--- src/rtl/rs_issue_scheduler.sv ---
// Reservation-station issue scheduler: allocates entries and tracks their relative age in
// an age matrix. Each cycle it picks the oldest ready entry into a valid/ready issue register.
module rs_issue_scheduler #(
    parameter int NUM_RS_ENTRIES = 8,
    parameter int IDX_W          = $clog2(NUM_RS_ENTRIES),
    parameter int CNT_W          = $clog2(NUM_RS_ENTRIES + 1)
) (
    input  logic                      clk,
    input  logic                      rst,
    input  logic                      alloc_valid_i,
    output logic                      alloc_ready_o,
    output logic [IDX_W-1:0]          alloc_idx_o,
    input  logic [NUM_RS_ENTRIES-1:0] ready_vector_i,
    output logic                      issue_valid_o,
    output logic [IDX_W-1:0]          issue_idx_o,
    input  logic                      issue_ready_i,
    input  logic                      flush_i,
    output logic [NUM_RS_ENTRIES-1:0] valid_vector_o,
    output logic [CNT_W-1:0]          occupancy_o
);
    localparam int N = NUM_RS_ENTRIES;

    // age_q[j][i] set means entry j is older than entry i
    logic [N-1:0]          valid_q;
    logic [N-1:0][N-1:0]   age_q;
    logic                  issue_valid_q;
    logic [IDX_W-1:0]      issue_idx_q;

    logic [N-1:0]          held;
    logic [N-1:0]          cand;
    logic [N-1:0]          grant;
    logic [IDX_W-1:0]      pick_idx;
    logic [IDX_W-1:0]      free_idx;
    logic [CNT_W-1:0]      pop;
    logic                  alloc_fire;
    logic                  accept;
    logic                  any_cand;
    logic                  load_issue;

    always_comb begin
        free_idx = '0;
        for (int i = N - 1; i >= 0; i--) begin
            if (!valid_q[i]) free_idx = IDX_W'(i);
        end
        pop = '0;
        for (int i = 0; i < N; i++) pop = pop + CNT_W'(valid_q[i]);
    end

    // The held entry must not be re-picked while waiting for or just after acceptance.
    always_comb begin
        held = '0;
        if (issue_valid_q) held[issue_idx_q] = 1'b1;
        cand = valid_q & ready_vector_i & ~held;
    end

    always_comb begin
        grant    = '0;
        pick_idx = '0;
        for (int i = 0; i < N; i++) begin
            logic blocked;
            blocked = 1'b0;
            for (int j = 0; j < N; j++) begin
                if (j != i && cand[j] && age_q[j][i]) blocked = 1'b1;
            end
            grant[i] = cand[i] & ~blocked;
        end
        for (int i = 0; i < N; i++) begin
            if (grant[i]) pick_idx = IDX_W'(i);
        end
    end

    assign alloc_ready_o  = |(~valid_q);
    assign alloc_idx_o    = free_idx;
    assign alloc_fire     = alloc_valid_i & alloc_ready_o;
    assign accept         = issue_valid_q & issue_ready_i;
    assign any_cand       = |cand;
    assign load_issue     = (~issue_valid_q | issue_ready_i) & any_cand;
    assign issue_valid_o  = issue_valid_q;
    assign issue_idx_o    = issue_idx_q;
    assign valid_vector_o = valid_q;
    assign occupancy_o    = pop;

    always_ff @(posedge clk or posedge rst) begin
        if (rst) begin
            valid_q       <= '0;
            age_q         <= '0;
            issue_valid_q <= 1'b0;
            issue_idx_q   <= '0;
        end else if (flush_i) begin
            valid_q       <= '0;
            age_q         <= '0;
            issue_valid_q <= 1'b0;
            issue_idx_q   <= '0;
        end else begin
            if (accept) valid_q[issue_idx_q] <= 1'b0;
            // Allocated slot is free in valid_q, so it never collides with the accepted one.
            if (alloc_fire) begin
                valid_q[free_idx] <= 1'b1;
                for (int j = 0; j < N; j++) begin
                    age_q[free_idx][j] <= 1'b0;
                    age_q[j][free_idx] <= valid_q[j];
                end
            end
            if (load_issue) begin
                issue_valid_q <= 1'b1;
                issue_idx_q   <= pick_idx;
            end else if (accept) begin
                issue_valid_q <= 1'b0;
                issue_idx_q   <= '0;
            end
        end
    end
endmodule

--- config.mk ---
export PLATFORM = sky130hd
export DESIGN_NAME = rs_issue_scheduler
export DESIGN_NICKNAME = d
export VERILOG_FILES = /design/src/rtl/rs_issue_scheduler.sv
export SDC_FILE = /design/constraint.sdc
export NUM_CORES = 1
export LEC_CHECK = 0
export ABC_AREA = 1
export CAP_MARGIN = 10
export CORE_MARGIN = 2
export CORE_UTILIZATION = 28
export DETAILED_ROUTE_END_ITERATION = 8
export DONT_BUFFER_PORTS = 1
export SYNTH_ARGS = -nofsm -noshare
export SYNTH_HDL_FRONTEND = slang
export SYNTH_SLANG_ARGS = --single-unit
export TNS_END_PERCENT = 1
--- constraint.sdc ---
create_clock -name clk -period 5.5 [get_ports clk]
set_input_delay 0.825 -clock clk [delete_from_list [all_inputs] [get_ports clk]]
set_output_delay 0.825 -clock clk [all_outputs]
set_load 0.05 [all_outputs]
==> impl_metrics.toml, run 1 <==
[setup_path]
timing.critical_path.arrival_ps = 3670
timing.critical_path.required_ps = 4680
critPathMaxFanout = 7
worstSetupStartpointType = "flip-flop"
critical_path.top_delay_family = "adder cells"
max_stage_delay_ps = 780
crit_buf_inv = 4
critPathSlowestCell = "sky130_fd_sc_hd__dfrtp_1"
setup.worst_path.class = "flip-flop to output pin"
critical_path_capture_point_type = "output pin"
critical_path.cell_chain = "fa_1 -> inv_1 -> fa_1 -> fa_1 -> inv_1 -> ha_1 -> inv_1 -> fa_1 -> inv_1"

[sta]
fmax_mhz = 223
hold_viol = 0
tightest_slew_ps = 891
grt_setup_unrepaired = "no"
worst_slack_ps = 1010
slew_headroom_pct = 40.6
period_minus_slack_ps = 4490
fin_tns_setup_ps = 0
timing.clock.skew_ps = 5.77
min_period_over_period_pct = 81.7
setup_violations = 0
drv_slew = 0

[die]
core_region_area_um2 = 12000
fp.dieH_um = 115
die_w_um = 115
initial_core_utilization_pct = 28.7
floorplan.io_pins = 33
core.rowCount = 40
die_area_um2 = 13200

[logic_synthesis]
synth_nets = 470
synth_ff_type = "sky130_fd_sc_hd__dfrtp_1"
ys_seq_area_share_pct = 44.2
ys_warn_count = 0
postSynthRegisterBits = 61
netlist_area_before_placement_um2 = 3450
synth_cell_type_count = 38
synth-edff-count = 0
synth-async-reset-ratio_pct = 100
synth_cells = 449
synth_area_per_cell_um2 = 7.69

[clock_network]
clock_latency_ps = 330
tritoncts = "done"
cts_max_path_buffers = 2
ctsResizeCount = 0
clk_transition_reported_paths_ps = 50
clk_root_buffer_cell = "sky130_fd_sc_hd__clkbuf_16"
hold_buffers = 0
cts.sink_count = 61
cts_inserted_buffers = 9
cts_setup_buffers = 0
ctsHtreeMaxLevel = 3

[final_layout]
count_of_inserted_antenna_diode_cells = 0
final_util_pct = 32.7
mostFrequentLayoutCells = "sky130_fd_sc_hd__nand2_1, sky130_fd_sc_hd__inv_1, sky130_fd_sc_hd__dfrtp_1, sky130_fd_sc_hd__o21ai_0, sky130_fd_sc_hd__nand3_1"
drive_above_1_share_pct = 9.54
syn2layout_area_growth_pct = 13.9
layout.cells.most_common = "sky130_fd_sc_hd__nand2_1"
final_design_area_no_fill_um2 = 3930
design.final.nets = 477

[routing]
detail_route.wl_per_cell_um = 17.3
routed_via_density = 5.16
ant_nets = 0
firstDrtPassIters = 6
drt_iter0_drc = 275
final_routed_drc_violation_total = 0
finalWirelength_um = 10500
vias = 3139

[power_and_ir_drop]
leakagePower_uw = 0.00198
pwr-share-seq_pct = 41.3
powerDensity_nw_per_um2 = 292
clockPowerShare_pct = 51.1
cell_internal_pwr_uw = 863
power_frac_comb_pct = 7.6
report.power.total_uw = 1150
p_sw_share_pct = 24.9
ir_drop_v = 0.000122
net-switching-power_uw = 287

[global_routing]
grt_pass1_wl_um = 16900
first_global_vias = 3118
grt.total_usage_pct = 16.7
grt_max_degree = 62
initial_antenna_violation_count = 0
gr-total-overflow = 0

[place]
gp_routability_congestion = 0.893
detailedPlace.worstSlack_ps = 1350
buffer_ports.inserted = 0
dpl-instance-area_um2 = 3620
place.detailed.hpwl_um = 7910

[outcome]
run_status = "finished clean"

[job]
cap_viol_max_count = 0

[min_path]
min_path_type = "flip-flop to flip-flop"
registers in the layout, summed over array words and instances, names as in the netlist:
signal          count
age_q              49
issue_idx_o         3
issue_valid_o       1
valid_vector_o      8
cell type report:
| class | count | area (um^2) |
|---|---|---|
| clock buffers | 13 | 270 |
| clock inverters | 3 | 42.5 |
| fillers | 1306 | 8080 |
| inverters | 90 | 348 |
| multi-input cells | 291 | 1540 |
| flip-flops and latches | 61 | 1530 |
| well taps | 147 | 184 |
| repair buffers | 3 | 22.5 |
layer usage:
layer	GRT usage, %	share of wire, %	vias up
met1	22.8	43	1503
met2	26.0	46	141
met5	0	0	-
met3	4.80	8.4	25
li1	-	-	1470
met4	4.90	2.1	0
cell usage after synthesis, types with 2 or more instances:
cell	number	area, um^2
sky130_fd_sc_hd__a211oi_1	5	37.5
sky130_fd_sc_hd__a21oi_1	27	135
sky130_fd_sc_hd__buf_2	5	25.0
sky130_fd_sc_hd__dfrtp_1	61	1530
sky130_fd_sc_hd__fa_1	4	80.1
sky130_fd_sc_hd__ha_1	4	50.1
sky130_fd_sc_hd__inv_1	83	312
sky130_fd_sc_hd__inv_2	4	15.0
sky130_fd_sc_hd__inv_4	2	12.5
sky130_fd_sc_hd__nand2_1	92	345
sky130_fd_sc_hd__nand2_2	4	25.0
sky130_fd_sc_hd__nand3_1	35	175
sky130_fd_sc_hd__nand4_1	9	56.3
sky130_fd_sc_hd__nor2_1	31	116
sky130_fd_sc_hd__nor2_2	3	18.8
sky130_fd_sc_hd__nor2_4	2	22.5
sky130_fd_sc_hd__nor4_1	5	31.3
sky130_fd_sc_hd__o21ai_0	44	220
sky130_fd_sc_hd__o21ai_2	3	26.3
sky130_fd_sc_hd__o22ai_1	7	43.8
sky130_fd_sc_hd__o31ai_1	2	15.0
logic make-up after synthesis:
kind of cell,synth area share (%)
AO/OA/AOI/OAI,15.3
XOR/XNOR,0.254
flip-flops,44.2
buffers and inverters,11.2
AND/OR/NAND/NOR,25.3
adder cells (fa/ha/maj),3.77
path summary, 6_finish.rpt:
| kind | startpoint | end | slack (ps) | depth (start not counted) |
|---|---|---|---|---|
| max in group asynchronous | rst | issue_valid_o | 4380 | 2 |
| worst min-delay path | age_q[47] | age_q[47] | 490 | 2 |
| min in group asynchronous | rst | age_q[4] | 610 | 2 |
| worst max-delay path | valid_vector_o[3] | occupancy_o[1] | 1010 | 9 |
| worst max register to register | valid_vector_o[5] | age_q[17] | 2730 | 11 |
| worst min register to register | age_q[47] | age_q[47] | 490 | 2 |
stage by stage:
stage          instances  hold slack (ps)
6_report             608              487
2_1_floorplan        449              457
4_1_cts              608              490
3_3_place_gp         592              477
5_1_grt              608              525
3_5_place_dp         592              477
power groups by stage:
stage / clock network [uW] / registers, uW / logic, uW
3_5_place_dp: 0 / 482 / 87.6
5_1_grt: 611 / 476 / 97.3
3_3_place_gp: 0 / 482 / 86.8
6_report: 587 / 475 / 87.9
2_1_floorplan: 0 / 478 / 69.0
4_1_cts: 594 / 474 / 87.6
tightest hold or removal path: cells and delay by family (launching register included):
kind                   cells  cell delay [ps]
AO/OA/AOI/OAI              1               70
buffers and inverters      1               40
flip-flops                 1              340
Note: power is estimated with default switching activity, not from simulation.
==> run 2: changes to the inputs <==
==> constraint.sdc (replaced) <==
create_clock -name clk -period 3.6 [get_ports clk]
set_input_delay 0.54 -clock clk [delete_from_list [all_inputs] [get_ports clk]]
set_output_delay 0.54 -clock clk [all_outputs]
set_load 0.05 [all_outputs]
==> impl_metrics.toml, run 2 (synthesis results as in run 1) <==
[sta]
min_period_over_period_pct = 105
fin_tns_setup_ps = -366
tightest_slew_ps = 878
setup_violations = 2
slew_headroom_pct = 41.4
drv_slew = 0
period_minus_slack_ps = 3800
fin_hold_ws_ps = 267
grt_setup_unrepaired = "yes"
worst_slack_ps = -196
fmax_mhz = 263
timing.clock.skew_ps = 6.34
hold_viol = 0

[setup_path]
critical_path.top_delay_family = "adder cells"
critical-path-top-cell-by-count = "sky130_fd_sc_hd__fa_1"
r2r_start = "issue_idx_o[0]"
critPathSlowestCell = "sky130_fd_sc_hd__fa_1"
critical_path.cell_chain = "fa_1 -> inv_2 -> fa_1 -> fa_1 -> inv_1 -> ha_2 -> inv_2 -> fa_2 -> xnor2_4 -> buf_12"
setup.worst_path.class = "flip-flop to output pin"
worstSetupStartpointType = "flip-flop"
r2r-end = "issue_idx_o[2]"
timing.critical_path.required_ps = 3060
critPathMaxFanout = 2
critical_path_capture_point_type = "output pin"
max_stage_delay_ps = 550
ff2ff_setup_slack_ps = 910
crit_buf_inv = 4
timing.reg2reg.worst_path_depth = 10
critical_path.startpoint = "valid_vector_o[0]"
timing.critical_path.arrival_ps = 3260

[routing]
wl_met2_um = 5050
final_routed_drc_violation_total = 0
met1Wirelength_um = 4710
vias = 3167
ant_nets = 0
detail_route.wl_per_cell_um = 17.9
drt_iter0_drc = 264
met3WireLength_um = 1070
firstDrtPassIters = 5
routed_via_density = 5.13
highest-signal-layer = "met4"
finalWirelength_um = 11000

[final_layout]
drive_above_1_share_pct = 13.4
number_of_flip_flops_in_the_largest_register = 49
count_of_inserted_antenna_diode_cells = 0
layout.cells.most_common = "sky130_fd_sc_hd__nand2_1"
syn2layout_area_growth_pct = 17.6
final-instance-count-excl-fill = 617
final_design_area_no_fill_um2 = 4060
mostFrequentLayoutCells = "sky130_fd_sc_hd__nand2_1, sky130_fd_sc_hd__inv_1, sky130_fd_sc_hd__dfrtp_1, sky130_fd_sc_hd__o21ai_0, sky130_fd_sc_hd__nand3_1"
regMostFlops = "age_q"
design.final.nets = 486

[clock_network]
clk_root_buffer_cell = "sky130_fd_sc_hd__clkbuf_16"
ctsHtreeMaxLevel = 3
cts_setup_buffers = 0
clk_transition_reported_paths_ps = 60
hold_buffers = 0
tritoncts = "done"
cts.sink_count = 61
cts_max_path_buffers = 2
clock_latency_ps = 330
cts_inserted_buffers = 9

[die]
fp.dieH_um = 115
floorplan.io_pins = 33
core.rowCount = 40
die_w_um = 115
die_area_um2 = 13200
initial_core_utilization_pct = 28.7
core_region_area_um2 = 12000

[outcome]
run_status = "finished with violations"
violated_checks = "negative setup slack"

[power_and_ir_drop]
leakagePower_uw = 0.00204
power_frac_comb_pct = 8.6
pwr-share-seq_pct = 39.3
ir_drop_v = 0.000194
net-switching-power_uw = 471
cell_internal_pwr_uw = 1340
p_sw_share_pct = 26.0
powerDensity_nw_per_um2 = 447
clockPowerShare_pct = 52.1

[place]
numPlacedInstances = 601
place.detailed.hpwl_um = 8280
buffer_ports.inserted = 0
gp_routability_congestion = 0.916
detailedPlace.worstSlack_ps = 161
dpl-instance-area_um2 = 3740

[global_routing]
gr-total-overflow = 0
initial_antenna_violation_count = 0
first_global_vias = 3316
grt.total_usage_pct = 18.0
grt_max_degree = 41
grt_pass1_wl_um = 17900

[job]
cap_viol_max_count = 0

[min_path]
min_path_type = "input pin to async pin"
-- run 2: final cells by class --
type / count / area [um^2]
flip-flops and latches: 61 / 1530
clock buffers: 9 / 225
multi-input cells: 291 / 1560
repair buffers: 12 / 115
inverters: 90 / 348
fillers: 1271 / 7950
clock inverters: 7 / 97.6
well taps: 147 / 184
-- run 2: metal layers --
| layer | GRT usage, % | up-vias |
|---|---|---|
| met5 | 0 | - |
| met4 | 5.46 | 0 |
| met3 | 6.91 | 23 |
| met2 | 27.8 | 135 |
| met1 | 23.6 | 1524 |
| li1 | - | 1485 |
-- run 2: worst max path at each step --
stage	cells past startpoint	slack, ps	endpoint
3_5_place_dp	10	160	occupancy_o[1]
2_1_floorplan	9	-10	occupancy_o[1]
3_3_place_gp	10	190	occupancy_o[2]
4_1_cts	10	-210	occupancy_o[2]
6_report	10	-200	occupancy_o[2]
5_1_grt	10	-300	occupancy_o[2]
-- run 2: through the flow --
stage,total power (uW),utilization (%)
finish,1810,33.8
global route,1870,33.8
CTS,1820,33.8
detailed placement,879,31.1
global placement,876,31.1
floorplan,836,-
-- run 2: what timing repair did --
action / in CTS / in global routing
endpoints found under the hold margin: 0 / 0
setup endpoints to repair: 2 / 2
pin swaps: 0 / 0
resized for setup: 1 / 3
-- run 2: power groups by stage --
stage | combinational, uW | clock, uW | sequential, uW
CTS | 154 | 951 | 713
floorplan | 105 | 0 | 730
global route | 171 | 987 | 716
global placement | 151 | 0 | 725
detailed placement | 153 | 0 | 726
finish | 155 | 946 | 714
==> patch, RTL diff (settings of run 2) <==
Set the parameter `NUM_RS_ENTRIES` to 16 (it was 8).
--- a/src/rtl/rs_issue_scheduler.sv
+++ b/src/rtl/rs_issue_scheduler.sv
@@ -3,3 +3,3 @@
 module rs_issue_scheduler #(
-    parameter int NUM_RS_ENTRIES = 8,
+    parameter int NUM_RS_ENTRIES = 16,
     parameter int IDX_W          = $clog2(NUM_RS_ENTRIES),
Ports: changed (5 resized); port bits go from 33 to 52. The function was not compared with the original's and may differ.
==> patch against run 2 <==
The run still ends with negative setup slack left. Worst setup slack got worse by 0.74 ns. Via count rose to 4.0 times the old value. Hold slack got worse by 0.20 ns. Power rose to 3.5 times the old value. Design area rose to 3.8 times the old value. Global-route usage rose by 2.9 points. Sequential cell count rose by 185. Area after synthesis rose to 3.9 times the old value. Wire length rose to 4.7 times the old value.
==> patch: results <==
set metrics [dict create \
    violations "negative setup slack" \
    gr-usage-all-layers_pct 21.0 \
    post_dp_cell_area_um2 14600 \
    gp_congestion 0.910 \
    instances_no_fill 2313 \
    largest_reg_flops 225 \
    max-vdd-ir-drop_mv 0.345 \
    vias_per_cell 5.48 \
    skew_ns 0.0142 \
    nClkBuffers 45 \
    clkPwrFrac_pct 48.1 \
    grt_pass1_vias 12500 \
    p_int_w 0.00470 \
    p_sw_share_pct 25.6 \
    synth_fp_nets 1679 \
    cts_buffers 29 \
    drt-pass1-iter-count 8 \
    multi_input_cells 1080 \
    setup_ws_ns -0.934 \
    wire_per_inst_um 22.5 \
    maxSlewHeadroom_pct 36.1 \
    h-tree-depth 1 \
    clock_path_buffers 3 \
    drt-initial-drc-count 1517 \
    grt_pass1_wl_um 79200 \
    buffer_area_share_pct 4.92 \
    synth_seq_area_share_pct 46.2 \
    final_core_util_pct 33.3 \
    grt_max_degree 139 \
    setup_viol 5 \
    dp_hpwl_um 35900 \
    fin_setup_tns_ns -3.86 \
    comb-power_w 0.000487 \
    status "finished with violations" \
    clk_latency_ns 0.55 \
    drive_above_1_share_pct 14.4 \
    multi_input_area_share_pct 38.5 \
]
patch: worst paths after layout:
path	start	end	slack, ns	depth (start not counted)
setup / recovery	valid_vector_o[0]	occupancy_o[1]	-0.93	10
setup reg to reg	issue_idx_o[3]	issue_idx_o[1]	0.17	14
hold reg to reg	age_q[33]	age_q[33]	0.48	2
min in group clk	flush_i	issue_valid_o	0.10	1
hold / removal	rst	age_q[125]	0.07	2
max in group asynchronous	rst	age_q[83]	2.72	2
patch: per-layer routing:
metal,GRT usage (%),routed length (um),vias up
met2,31.9,22400,691
met5,0,0,-
met4,9.42,2610,0
li1,-,-,5647
met3,4.15,5210,129
met1,28.8,21800,6203
patch: kinds of logic after synthesis:
family	after synthesis	synth area share [%]
compound gates	541	24.8
simple gates	521	17.4
buf+inv	316	9.42
flops	246	46.2
fa+ha+maj	16	2.06
xor+xnor	2	0.131
patch: what timing repair did:
item	in CTS	in global routing
gates resized for setup	5	2
buffers inserted	0	0
setup endpoints to repair	5	6
pin swaps	2	0
hold endpoints to repair	0	0
